==> src/rtl/sd_arb_pkg.sv <==
// Shared types and constants for the SD sector-engine request arbiter.
package sd_arb_pkg;

    typedef enum logic [1:0] {
        ST_IDLE  = 2'd0,
        ST_ISSUE = 2'd1,
        ST_BUSY  = 2'd2
    } arb_state_t;

    localparam int REQ_FDC_A = 0;
    localparam int REQ_FDC_B = 1;
    localparam int REQ_ACSI0 = 2;
    localparam int REQ_ACSI1 = 3;

    localparam int unsigned TO_CYCLES_DEF = 32'd16777216;

endpackage

==> src/rtl/sd_req_arbiter_if.sv <==
// Requester-side and SD-engine-side signals of the sector arbiter.
// slave = arbiter view, master = requesters plus SD engine view.
interface sd_req_arbiter_if #(
    parameter int NREQ = 4
);
    logic [NREQ-1:0] req_rd;
    logic [NREQ-1:0] req_wr;
    logic [31:0]     req_lba [NREQ];
    logic [NREQ-1:0] req_busy;
    logic [NREQ-1:0] req_done;
    logic [NREQ-1:0] req_err;
    logic            sd_rd;
    logic            sd_wr;
    logic [31:0]     sd_lba;
    logic [2:0]      sd_img;
    logic            sd_busy;
    logic            sd_done;

    modport slave (
        input  req_rd, req_wr, req_lba, sd_busy, sd_done,
        output req_busy, req_done, req_err, sd_rd, sd_wr, sd_lba, sd_img
    );

    modport master (
        output req_rd, req_wr, req_lba, sd_busy, sd_done,
        input  req_busy, req_done, req_err, sd_rd, sd_wr, sd_lba, sd_img
    );
endinterface

==> src/rtl/sd_req_arbiter_rr_pick.sv <==
// Combinational round-robin encoder: first set bit of pend searching from last+1 with wrap.
module rr_pick #(
    parameter int NREQ = 4
) (
    input  logic [NREQ-1:0] pend,
    input  logic [2:0]      last,
    output logic            valid,
    output logic [2:0]      idx
);
    // distance of requester i behind the last grant; the smallest set distance wins
    function automatic logic [3:0] rr_dist(input int i, input logic [2:0] l);
        return 4'((i + 2 * NREQ - int'(l) - 1) % NREQ);
    endfunction

    logic [3:0] best_d;

    always_comb begin
        valid  = 1'b0;
        idx    = '0;
        best_d = 4'(NREQ);
        for (int i = 0; i < NREQ; i++) begin
            if (pend[i] && (rr_dist(i, last) < best_d)) begin
                best_d = rr_dist(i, last);
                idx    = 3'(i);
                valid  = 1'b1;
            end
        end
    end
endmodule

==> src/rtl/sd_req_arbiter.sv <==
// Round-robin arbiter sharing one SD sector engine between NREQ requesters.
// Optional watchdog abort is built when SD_ARB_TIMEOUT_EN is defined.
//
// state    | meaning
// ST_IDLE  | no transaction; grant next pending requester
// ST_ISSUE | rd/wr strobe held toward SD engine, waiting for sd_busy
// ST_BUSY  | engine accepted the sector, waiting for sd_done
import sd_arb_pkg::*;

module sd_req_arbiter #(
    parameter int          NREQ      = 4,
    parameter int unsigned TO_CYCLES = TO_CYCLES_DEF
) (
    input  logic            clk,
    input  logic            reset_n,
    sd_req_arbiter_if.slave bus
);
    arb_state_t      state;
    logic [2:0]      g;
    logic [2:0]      last;
    logic            sd_rd_q;
    logic            sd_wr_q;
    logic [31:0]     sd_lba_q;
    logic [NREQ-1:0] busy_q;
    logic [NREQ-1:0] done_q;

    logic            pick_valid;
    logic [2:0]      pick_idx;
    logic [31:0]     lba_sel;
    logic            rd_sel;
    logic [NREQ-1:0] g_oh;

    rr_pick #(.NREQ(NREQ)) u_pick (
        .pend  (bus.req_rd | bus.req_wr),
        .last  (last),
        .valid (pick_valid),
        .idx   (pick_idx)
    );

    always_comb begin
        lba_sel = '0;
        rd_sel  = 1'b0;
        g_oh    = '0;
        for (int i = 0; i < NREQ; i++) begin
            if (pick_idx == 3'(i)) begin
                lba_sel = bus.req_lba[i];
                rd_sel  = bus.req_rd[i];
            end
            g_oh[i] = (g == 3'(i));
        end
    end

`ifdef SD_ARB_TIMEOUT_EN
    localparam int            TW      = $clog2(TO_CYCLES + 1);
    localparam logic [TW-1:0] TO_LOAD = TW'(TO_CYCLES - 1);

    logic [TW-1:0]   to_cnt;
    logic            to_hit;
    logic            timer_start;
    logic [NREQ-1:0] err_q;

    assign timer_start = ((state == ST_IDLE) && pick_valid) ||
                         ((state == ST_ISSUE) && bus.sd_busy && !bus.sd_done);

    // down-counter; reaching zero while ISSUE/BUSY means TO_CYCLES elapsed
    always_ff @(posedge clk or negedge reset_n) begin
        if (!reset_n) begin
            to_cnt <= '0;
        end else if (timer_start) begin
            to_cnt <= TO_LOAD;
        end else if (to_cnt != '0) begin
            to_cnt <= to_cnt - 1'b1;
        end
    end

    assign to_hit      = (to_cnt == '0);
    assign bus.req_err = err_q;
`else
    logic unused_to_cycles;
    assign unused_to_cycles = ^TO_CYCLES;
    assign bus.req_err      = '0;
`endif

    always_ff @(posedge clk or negedge reset_n) begin
        if (!reset_n) begin
            state    <= ST_IDLE;
            g        <= '0;
            last     <= 3'(NREQ - 1);
            sd_rd_q  <= 1'b0;
            sd_wr_q  <= 1'b0;
            sd_lba_q <= '0;
            busy_q   <= '0;
            done_q   <= '0;
`ifdef SD_ARB_TIMEOUT_EN
            err_q    <= '0;
`endif
        end else begin
            busy_q <= '0;
            done_q <= '0;
`ifdef SD_ARB_TIMEOUT_EN
            err_q  <= '0;
`endif
            case (state)
                ST_IDLE: begin
                    if (pick_valid) begin
                        g        <= pick_idx;
                        last     <= pick_idx;
                        sd_lba_q <= lba_sel;
                        sd_rd_q  <= rd_sel;
                        sd_wr_q  <= !rd_sel;
                        state    <= ST_ISSUE;
                    end
                end
                ST_ISSUE: begin
                    if (bus.sd_busy) begin
                        sd_rd_q <= 1'b0;
                        sd_wr_q <= 1'b0;
                        busy_q  <= g_oh;
                        if (bus.sd_done) begin
                            done_q <= g_oh;
                            state  <= ST_IDLE;
                        end else begin
                            state  <= ST_BUSY;
                        end
                    end
`ifdef SD_ARB_TIMEOUT_EN
                    else if (to_hit) begin
                        sd_rd_q <= 1'b0;
                        sd_wr_q <= 1'b0;
                        done_q  <= g_oh;
                        err_q   <= g_oh;
                        state   <= ST_IDLE;
                    end
`endif
                end
                ST_BUSY: begin
                    if (bus.sd_done) begin
                        done_q <= g_oh;
                        state  <= ST_IDLE;
                    end
`ifdef SD_ARB_TIMEOUT_EN
                    else if (to_hit) begin
                        done_q <= g_oh;
                        err_q  <= g_oh;
                        state  <= ST_IDLE;
                    end
`endif
                end
                default: state <= ST_IDLE;
            endcase
        end
    end

    assign bus.sd_rd    = sd_rd_q;
    assign bus.sd_wr    = sd_wr_q;
    assign bus.sd_lba   = sd_lba_q;
    assign bus.sd_img   = g;
    assign bus.req_busy = busy_q;
    assign bus.req_done = done_q;
endmodule

==> src/flat_wrapper.sv <==
// flat-port wrapper written by rule: the top's interface ports become plain ports
module sd_req_arbiter_flat 
#(
    parameter int          NREQ      = 4,
    parameter int unsigned TO_CYCLES = TO_CYCLES_DEF
)
  (clk, reset_n, bus_req_rd, bus_req_wr, bus_req_lba, bus_sd_busy, bus_sd_done, bus_req_busy, bus_req_done, bus_req_err, bus_sd_rd, bus_sd_wr, bus_sd_lba, bus_sd_img);
  sd_req_arbiter_if #(.NREQ(NREQ)) bus_i ();
  input  logic clk;
  input  logic reset_n;
  input wire logic [$bits(bus_i.req_rd)-1:0] bus_req_rd;
  input wire logic [$bits(bus_i.req_wr)-1:0] bus_req_wr;
  input wire logic [$bits(bus_i.req_lba)-1:0] bus_req_lba;
  input wire logic [$bits(bus_i.sd_busy)-1:0] bus_sd_busy;
  input wire logic [$bits(bus_i.sd_done)-1:0] bus_sd_done;
  output wire logic [$bits(bus_i.req_busy)-1:0] bus_req_busy;
  output wire logic [$bits(bus_i.req_done)-1:0] bus_req_done;
  output wire logic [$bits(bus_i.req_err)-1:0] bus_req_err;
  output wire logic [$bits(bus_i.sd_rd)-1:0] bus_sd_rd;
  output wire logic [$bits(bus_i.sd_wr)-1:0] bus_sd_wr;
  output wire logic [$bits(bus_i.sd_lba)-1:0] bus_sd_lba;
  output wire logic [$bits(bus_i.sd_img)-1:0] bus_sd_img;
  assign bus_i.req_rd = bus_req_rd;
  assign bus_i.req_wr = bus_req_wr;
  assign bus_i.req_lba = {>>{bus_req_lba}};
  assign bus_i.sd_busy = bus_sd_busy;
  assign bus_i.sd_done = bus_sd_done;
  assign bus_req_busy = bus_i.req_busy;
  assign bus_req_done = bus_i.req_done;
  assign bus_req_err = bus_i.req_err;
  assign bus_sd_rd = bus_i.sd_rd;
  assign bus_sd_wr = bus_i.sd_wr;
  assign bus_sd_lba = bus_i.sd_lba;
  assign bus_sd_img = bus_i.sd_img;
  sd_req_arbiter #(.NREQ(NREQ), .TO_CYCLES(TO_CYCLES)) u_core (.clk(clk), .reset_n(reset_n), .bus(bus_i));
endmodule
==> config.mk <==
export PLATFORM = sky130hd
export DESIGN_NAME = sd_req_arbiter_flat
export DESIGN_NICKNAME = d
export VERILOG_FILES = /design/src/rtl/sd_arb_pkg.sv /design/src/rtl/sd_req_arbiter_if.sv /design/src/rtl/sd_req_arbiter_rr_pick.sv /design/src/rtl/sd_req_arbiter.sv /design/src/flat_wrapper.sv
export SDC_FILE = /design/constraint.sdc
export NUM_CORES = 1
export LEC_CHECK = 0
export BUFFER_PORTS_ARGS = -buffer_cell sky130_fd_sc_hd__clkbuf_2
export CAP_MARGIN = 40
export CELL_PAD_IN_SITES_DETAIL_PLACEMENT = 0
export CELL_PAD_IN_SITES_GLOBAL_PLACEMENT = 2
export CORE_MARGIN = 2
export CORE_UTILIZATION = 28
export DETAILED_ROUTE_END_ITERATION = 10
export GPL_ROUTABILITY_DRIVEN = 0
export PLACE_DENSITY_LB_ADDON = 0.1
export SLEW_MARGIN = 25
export SYNTH_ARGS = -nofsm -noshare
export SYNTH_HDL_FRONTEND = slang
export SYNTH_SLANG_ARGS = --single-unit
==> constraint.sdc <==
create_clock -name clk -period 9.75 [get_ports clk]
set_clock_uncertainty 0.1 [all_clocks]
set_input_delay 1.95 -clock clk [delete_from_list [all_inputs] [get_ports clk]]
set_output_delay 1.95 -clock clk [all_outputs]
set_load 0.005 [all_outputs]
==> flow_metrics.tcl, run 1 <==
set metrics [dict create \
    status "finished, final reports clean" \
    synth_cell_types 67 \
    core_um2 12500 \
    clk_path_buf_depth 2 \
    maxCapViolations 0 \
    start_util 0.285 \
    cts_setup_buffers 0 \
    slowest_stage "buf_4" \
    async_reset_ff_frac 1.00 \
    ys.warnings.count 0 \
    cts_resized 0 \
    cts_root_buffer "clkbuf_16" \
    worst_setup_path_end_kind "register" \
    num_rows 41 \
    io_pins 189 \
    critical_path_class "input pin to register" \
    synth_edf_count 0 \
    cp.depth 19 \
    path_cells "clkbuf_2 -> nor2_2 -> o21ai_4 -> o311a_1 -> a31oi_1 -> ha_1 -> o211ai_2 -> a31o_1 -> nand2_2 -> nand2_1 -> o21ai_1 -> ha_1 -> nor2_1 -> a41oi_2 -> nand2_2 -> o31ai_4 -> buf_4 -> a311oi_1 -> o21ai_1" \
    rsz0062_at_grt "false" \
    die_area_um2 13700 \
    ys_ff_latch 48 \
    hpwl_um 8950 \
    maxSlewViolCount 0 \
    worstMarginPinSlew_ps 757 \
    netlist_area_um2 3570 \
    setup_slack_ps 3460 \
    die_x_um 117 \
    antenna_found_initial 0 \
    layout_commonest_cell "clkbuf_2" \
    port_buffers 183 \
    yosysSeqAreaShare 0.338 \
    drt-met1-wl_um 5420 \
    nets 680 \
    hold_violations 0 \
    max_stage_delay_ps 570 \
    ir_drop_v 0.000257 \
    dr.pass1.iters 4 \
    clk_pin_slew_ps 70 \
    grt_pass1_vias 3412 \
    wire_per_inst_um 17.5 \
    overflow 0 \
    critPathMaxFanout 42 \
    min_period_over_period 0.645 \
    cp-start-kind "input pin" \
    grt_pass1_wl_um 18400 \
    max_freq_ghz 0.159 \
    hold_depth 2 \
    die_h_um 117 \
    met3WireLength_um 645 \
    area_delta_synth_final_pct 32.5 \
    cts_hold_buf 0 \
    rr_worst_depth 20 \
    crit_required_ps 9860 \
    antenna_cells 0 \
    finalSetupViolCount 0 \
    arrival_ps 6400 \
    antenna_left 0 \
    cts_buffers 5 \
    setup_tns_ps 0 \
    viasPerCell 4.89 \
    ys.flop_type "dfrtp_1" \
    wl_met2_um 6120 \
    hold_class "register to register" \
    synth_area_leaders "dfrtp_1, o221ai_2, a311oi_1" \
    pre_cts_ws_ps 3160 \
    synthCells 356 \
    cts_tree "yes" \
    drc 0 \
    grt_max_degree 49 \
    cts_max_level 2 \
    crit_buf_inv 2 \
    power_leakage_nw 2.16 \
    clk_latency_ps 280 \
    syn_avg_cell_area_um2 10.0 \
    yosys.area.top_type "dfrtp_1" \
    synth_top_area_frac 0.323 \
    power.density_nw_per_um2 472 \
    drive_gt1_frac 0.480 \
    max_slew_margin 0.495 \
    grtUsageTotal 0.172 \
    cts_sinks 48 \
    period_minus_slack_ps 6290 \
    dr_total_vias 3428 \
    top_layer "met4" \
    most-common-layout-cells "clkbuf_2, dfrtp_1, nand2_1" \
    drt_iter0_markers 201 \
    crit_family "compound AO/OA/AOI/OAI gates" \
    finalWirelength_um 12300 \
]
[sequential cells by signal (all words and copies together) (netlist names)]
name / flops
u_core.bus.req_busy: 4
u_core.bus.req_done: 4
u_core.bus.sd_img: 2
u_core.bus.sd_lba: 32
u_core.bus.sd_rd: 1
u_core.bus.sd_wr: 1
u_core.last: 2
u_core.state: 2
[stage by stage]
stage	cells	hold slack [ps]	utilization	cell area, um^2	power, mW
detailed placement	693	375	0.366	4580	2.08
global route	701	411	0.378	4730	2.43
floorplan	360	378	-	3580	1.73
global placement	690	368	0.362	4530	2.01
finish	701	384	0.378	4730	2.23
CTS	701	391	0.378	4730	2.27
[where the power goes]
group          internal (mW)  switching (mW)
Sequential             0.303          0.0575
Combinational          0.621            1.07
Clock                  0.103          0.0759
[area by class of cell]
cell class	instances	area [um^2]
Clock buffer	8	146
Fill cell	1346	7790
Inverter	10	37.5
Multi-Input combinational cell	271	2110
Sequential cell	48	1200
Tap cell	172	215
Timing Repair Buffer	192	1010
[synthesized netlist by cell type (2+ instances only)]
cell type,n
buf_8,3
a311oi_1,31
o21bai_1,2
inv_1,10
and2_1,28
o31ai_4,2
nand2b_1,2
o21ai_0,5
buf_4,6
buf_6,8
ha_1,12
and2_2,3
a21oi_1,6
or2_2,2
nor2b_1,2
nand3_1,2
nor2_4,2
nand2_1,39
nor3_1,6
o211ai_1,2
o221ai_1,3
nand2_2,2
clkbuf_8,2
dfstp_2,2
nor2_1,15
o21ai_1,36
o221ai_2,28
conb_1,2
clkbuf_1,9
dfrtp_1,46
o21a_1,2
[layer usage]
layer	track usage	up-vias
met1	0.232	1624
met3	0.0227	6
met2	0.298	102
met5	0	-
li1	-	1696
met4	0.0290	0
[worst min-delay path, delay by kind of cell (launching register included)]
kind / cells / cell delay (ps)
compound gates: 1 / 60
flops: 1 / 340
simple gates: 1 / 50
[cell families after synthesis]
| kind of cell | count (synthesis) | share of synthesized area |
|---|---|---|
| other cells | 2 | 0.00211 |
| buf+inv | 41 | 0.0874 |
| xor+xnor | 1 | 0.00246 |
| fa+ha+maj | 12 | 0.0421 |
| flops | 48 | 0.338 |
| compound gates | 139 | 0.359 |
| simple gates | 113 | 0.170 |
[path summary, 6_finish.rpt]
path / from / end / slack [ps]
setup reg to reg: u_core.last[0] / u_core.bus.sd_lba[9] / 4120
hold / removal: u_core.bus.sd_lba[27] / u_core.bus.sd_lba[27] / 380
hold reg to reg: u_core.bus.sd_lba[27] / u_core.bus.sd_lba[27] / 380
min in group asynchronous: reset_n / u_core.bus.sd_lba[21] / 1680
setup / recovery: bus_req_wr[0] / u_core.bus.sd_lba[9] / 3460
max in group asynchronous: reset_n / u_core.bus.sd_lba[4] / 7410
No activity file was read; power rests on OpenSTA's default activity.
==> run 2, diff against run 1 <==
ABC_AREA = 1   (was unset)
CORE_UTILIZATION = 20   (was 28)
clock period = 5.15 ns   (was 9.75 ns; I/O delays follow)
==> run 2 against run 1 <==
  * Die area grew 30%
  * Non-clock buffer count up 1
  * Clock power is 120% higher
  * First-iteration DRC count decreased by 21%
  * Via count is 11% higher
  * Total power is 86% higher
  * Synthesized area down 6.6%
  * Sequential share of layout area increased by 0.68 points
  * Hold slack about the same
  * Design area fell by 2.6%
  * Highest routed layer unchanged
==> flow_metrics.tcl, run 2 <==
set metrics [dict create \
    antenna_found_initial 0 \
    power_leakage_nw 2.48 \
    port_buffers 183 \
    cts_hold_buf 0 \
    die_h_um 133 \
    placed_area_um2 4440 \
    cts_setup_buffers 0 \
    io_pins 189 \
    clk_path_buf_depth 2 \
    pre_cts_ws_ps 797 \
    drt_iter0_markers 158 \
    finalSetupViolCount 0 \
    cts_resized 0 \
    crit_top_cell "nand2_1" \
    min-delay-start "u_core.bus.sd_wr" \
    die_x_um 133 \
    yosys-top-cells-count "nor2_1, nand2_1, nand3_1" \
    multi_input_area_um2 1840 \
    final_util 0.281 \
    r2r-start "u_core.last[0]" \
    worstMarginPinSlew_ps 677 \
    ir_drop_v 0.000482 \
    critical_path_class "register to register" \
    ys.warnings.count 0 \
    grt_pass1_wl_um 20900 \
    netlist_area_um2 3330 \
    cp-start-kind "register" \
    min_period_over_period 0.804 \
    wire_per_inst_um 15.3 \
    maxSlewViolCount 0 \
    stdcell_count 878 \
    drc 0 \
    max_freq_ghz 0.241 \
    use_met3 0.0410 \
    yosys.area.top_type "dfrtp_1" \
    power.density_nw_per_um2 904 \
    yosysSeqAreaShare 0.361 \
    synth_area_leaders "dfrtp_1, nand3_1, nor2_1" \
    grt_pass1_vias 3843 \
    area_delta_synth_final_pct 38.2 \
    setup_tns_ps 0 \
    most-common-layout-cells "clkbuf_2, nor2_1, nand2_1, nand3_1, dfrtp_1" \
    synth_cell_types 29 \
    syn_avg_cell_area_um2 6.80 \
    seq_area_um2 1200 \
    busiest_layer "met2" \
    grtUsageTotal 0.151 \
    grt_max_degree 62 \
    die_area_um2 17700 \
    ys.flop_type "dfrtp_1" \
    overflow 0 \
    dr_total_vias 3818 \
    finalWirelength_um 13400 \
    antenna_left 0 \
    maxCapViolations 0 \
    clk_latency_ps 300 \
    crit_buf_inv 5 \
    cts_tree "yes" \
    nets 809 \
    cts_max_level 2 \
    total_power_mw 4.16 \
    setup_slack_ps 1010 \
    async_reset_ff_frac 1.00 \
    antenna_cells 0 \
    num_rows 47 \
    startpoint "u_core.last[0]" \
    ys_ff_latch 48 \
    synth_top_area_frac 0.346 \
    crit_family "simple AND/OR/NAND/NOR gates" \
    status "finished, final reports clean" \
    synth_edf_count 0 \
    hpwl_um 9840 \
    dp_cells 870 \
    drive_gt1_frac 0.327 \
    max_stage_delay_ps 600 \
    fillers 1871 \
    synth_most_common_cell "nor2_1" \
    gr-usage-met2 0.246 \
    hold_violations 0 \
    hold_class "register to register" \
    critPathMaxFanout 61 \
    clk_pin_slew_ps 70 \
    synthCells 490 \
    dr.pass1.iters 6 \
    core_um2 16400 \
    start_util 0.203 \
    cts_buffers 5 \
    cts_sinks 48 \
    reg2reg_slack_ps 1010 \
    period_minus_slack_ps 4140 \
    crit_required_ps 5290 \
    slowest_stage "dfstp_2" \
    max_slew_margin 0.548 \
    rsz0062_at_grt "false" \
    final_cell_area_um2 4600 \
    largest_reg_flops 32 \
    use_met1 0.201 \
    cts_root_buffer "clkbuf_16" \
    layout_commonest_cell "clkbuf_2" \
    viasPerCell 4.35 \
    worst_setup_path_end_kind "register" \
    whs_ps 384 \
    arrival_ps 4280 \
]
==> run 2: cell types whose count changed after synthesis, moves of 6 or more <==
cell      previous run  this run
nand2_1             39        96
a311oi_1            31         0
buf_2                1         9
o21ai_1             36         2
and2_1              28         1
nor2_1              15       109
nor3_1               6         0
o221ai_2            28         0
inv_1               10        20
nand4_1              0        28
nand3_1              2        96
==> run 2: layout make-up <==
class / count / share of cell area
multi-input cells: 384 / 0.400
flip-flops and latches: 48 / 0.261
repair buffers: 193 / 0.222
well taps: 220 / 0.0598
clock buffers: 5 / 0.0272
inverters: 25 / 0.0204
clock inverters: 3 / 0.00924
==> run 2: metal layers <==
layer / share of wire / wire length (um)
met5: 0 / 0
met4: 0.0064 / 86
met3: 0.068 / 912
met2: 0.47 / 6240
met1: 0.46 / 6150
==> run 2: cells by family (layout without fill, tap and decap cells) <==
logic type / after synthesis / after routing / synth area share
compound gates: 23 / 23 / 0.0398
buf+inv: 62 / 226 / 0.0947
other cells: 2 / 6 / 0.00225
flops: 48 / 48 / 0.361
fa+ha+maj: 12 / 12 / 0.0451
simple gates: 343 / 343 / 0.457
==> run 2: where the power goes <==
group	total [mW]	switching [mW]	leakage, nW	internal (mW)
combinational	3.09	2.08	1.83	1.01
sequential	0.680	0.102	0.572	0.578
clock	0.389	0.160	0.0798	0.229
total	4.16	2.34	2.48	1.82
==> run 2: path summary, 6_finish.rpt <==
kind / to / cells after the start
min reg2reg: u_core.bus.sd_wr / 2
min in group asynchronous: u_core.bus.sd_lba[5] / 2
min: u_core.bus.sd_wr / 2
max reg2reg: u_core.bus.sd_lba[7] / 25
max: u_core.bus.sd_lba[7] / 25
max in group asynchronous: u_core.bus.sd_lba[25] / 2
==> run 2: worst register-to-register path: stages (launching register included) <==
cell and delay [ps]:
dfstp_2 600, inv_2 100, ha_1 350, inv_1 90
nand2_1 70, and2_1 170, nand2_1 70, o211ai_1 110
ha_1 290, nand2_1 50, nand2_1 60, nand2_1 60
nand2_2 80, buf_4 390, nand2_1 90, nand2_1 70
nand2_1 40, nand2_1 50, nand2_1 80, nand2_4 70
buf_4 340, buf_16 290, nand4_1 200, nand3_1 150
nor2_1 50, nor2_1 80
==> run 3, diff against run 2 <==
CORE_UTILIZATION = 22   (was 20)
clock period = 4.2 ns   (was 5.15 ns; I/O delays follow)
==> run 3 against run 2 <==
  * First-iteration DRC count up 53%
  * Critical path depth rose by 1
  * Hold slack worse by 49 ps
  * Critical path type unchanged
  * Largest power group unchanged
==> flow_metrics.tcl, run 3 (synthesized netlist as in run 2, its figures left out) <==
set metrics [dict create \
    min_period_over_period 0.914 \
    final_cell_area_um2 4560 \
    core_um2 14600 \
    r2r-end "u_core.bus.sd_lba[10]" \
    fillers 1614 \
    cts_tree "yes" \
    io_pins 189 \
    nets 812 \
    sw_frac_of_total 0.566 \
    die_x_um 127 \
    ir_drop_v 0.000865 \
    cts_buffers 5 \
    worst_setup_path_end_kind "register" \
    clk_path_buf_depth 2 \
    grt_pass1_vias 3822 \
    max_slew_margin 0.638 \
    grtUsageTotal 0.158 \
    die_h_um 127 \
    dp_cells 837 \
    antenna_cells 0 \
    clk_pin_slew_ps 80 \
    r2r-start "u_core.last[0]" \
    startpoint "u_core.last[0]" \
    cts_max_level 2 \
    pwr-share-clk 0.084 \
    p_switching_mw 2.82 \
    die_area_um2 16100 \
    rr_worst_depth 26 \
    antenna_left 0 \
    worstMarginPinSlew_ps 544 \
    critPathMaxFanout 39 \
    hold_class "input pin to async pin" \
    setup_slack_ps 362 \
    finalSetupViolCount 0 \
    reg2reg_slack_ps 360 \
    crit_required_ps 4340 \
    placed_area_um2 4410 \
    maxSlewViolCount 0 \
    area_delta_synth_final_pct 37.0 \
    setup_tns_ps 0 \
    maxCapViolations 0 \
    wire_per_inst_um 15.0 \
    start_util 0.227 \
    hpwl_um 9670 \
    drt_iter0_markers 242 \
    drive_gt1_frac 0.330 \
    critical_path_class "register to register" \
    cts_resized 0 \
    stdcell_count 845 \
    largest_reg_flops 32 \
    arrival_ps 3980 \
    cts_hold_buf 0 \
    max_freq_ghz 0.261 \
    cts_root_buffer "clkbuf_16" \
    sequentialPowerShare 0.167 \
    internal-power_mw 2.16 \
    period_minus_slack_ps 3840 \
    most-common-layout-cells "clkbuf_2, nor2_1, nand2_1, nand3_1, dfrtp_1" \
    clk_latency_ps 300 \
    dr_total_vias 3842 \
    viasPerCell 4.55 \
    num_rows 44 \
    hold_violations 0 \
    whs_ps 335 \
    grt_pass1_wl_um 19900 \
    grt_max_degree 57 \
    power.density_nw_per_um2 1090 \
    power_leakage_nw 2.48 \
    finalWirelength_um 12700 \
    cp-start-kind "register" \
    antenna_found_initial 0 \
    layout_commonest_cell "clkbuf_2" \
    cts_setup_buffers 0 \
    status "finished, final reports clean" \
    dr.pass1.iters 5 \
    rsz0062_at_grt "true" \
    overflow 0 \
    cp-endpoint "u_core.bus.sd_lba[10]" \
    drc 0 \
    pre_cts_ws_ps 362 \
    cts_sinks 48 \
    pwr-share-comb 0.748 \
    port_buffers 183 \
]
-- run 3: changes by cell type in the layout (fill, tap and decap cells not counted), sizes merged --
cell      previous run  this run
bufinv               1         0
clkinvlp             1         2
buf                 10        13
-- run 3: routing by layer --
metal / vias up / track usage / wire length (um)
li1: 1946 / - / -
met1: 1718 / 0.204 / 5670
met2: 167 / 0.258 / 5770
met3: 11 / 0.0465 / 1040
met4: 0 / 0.0401 / 172
met5: - / 0 / 0
-- run 3: layout make-up --
type	instances	area (um^2)	share of cell area
Inverter	25	93.8	0.0206
Clock inverter	3	23.8	0.00521
Multi-Input combinational cell	384	1830	0.402
Tap cell	184	230	0.0505
Sequential cell	48	1200	0.264
Timing Repair Buffer	196	1050	0.230
Clock buffer	5	125	0.0274
-- run 3: how the worst min path moves through the flow --
stage	from	end	slack, ps
after floorplan	u_core.bus.sd_wr	u_core.bus.sd_wr	370
after global placement	u_core.bus.sd_wr	u_core.bus.sd_wr	370
after detailed placement	u_core.bus.sd_wr	u_core.bus.sd_wr	380
after CTS	reset_n	u_core.bus.sd_rd	340
after global routing	reset_n	u_core.bus.sd_rd	350
final	reset_n	u_core.bus.sd_lba[10]	330
-- run 3: power by group through the flow --
| stage | registers (mW) | logic [mW] | clock network [mW] |
|---|---|---|---|
| finish | 0.834 | 3.73 | 0.419 |
| global route | 0.866 | 4.32 | 0.459 |
| CTS | 0.838 | 3.80 | 0.442 |
| detailed placement | 0.846 | 3.79 | 0 |
| global placement | 0.838 | 3.81 | 0 |
| floorplan | 0.841 | 2.83 | 0 |
-- run 3: metrics by stage --
step | utilization | power, mW
floorplan | - | 3.67
global placement | 0.300 | 4.65
detailed placement | 0.301 | 4.64
CTS | 0.312 | 5.08
global route | 0.312 | 5.64
finish | 0.312 | 4.98
-- run 3: worst max-delay path, stage by stage, from the launching register on --
cell	delay (ps)
dfstp_2	600
inv_2	90
ha_1	200
nor2_1	120
nand3_2	90
inv_1	60
nor2_1	50
nor2_1	160
inv_1	90
o211ai_1	130
ha_1	270
nand2_1	60
nand2_1	40
nand2_1	60
nand2_2	80
nand2_1	80
o21ai_0	70
ha_1	280
nand2_1	50
nand2_1	50
nand2_1	50
nand2_2	80
buf_4	320
nand2_1	250
a21oi_1	180
nor2_1	50
nor2_1	80
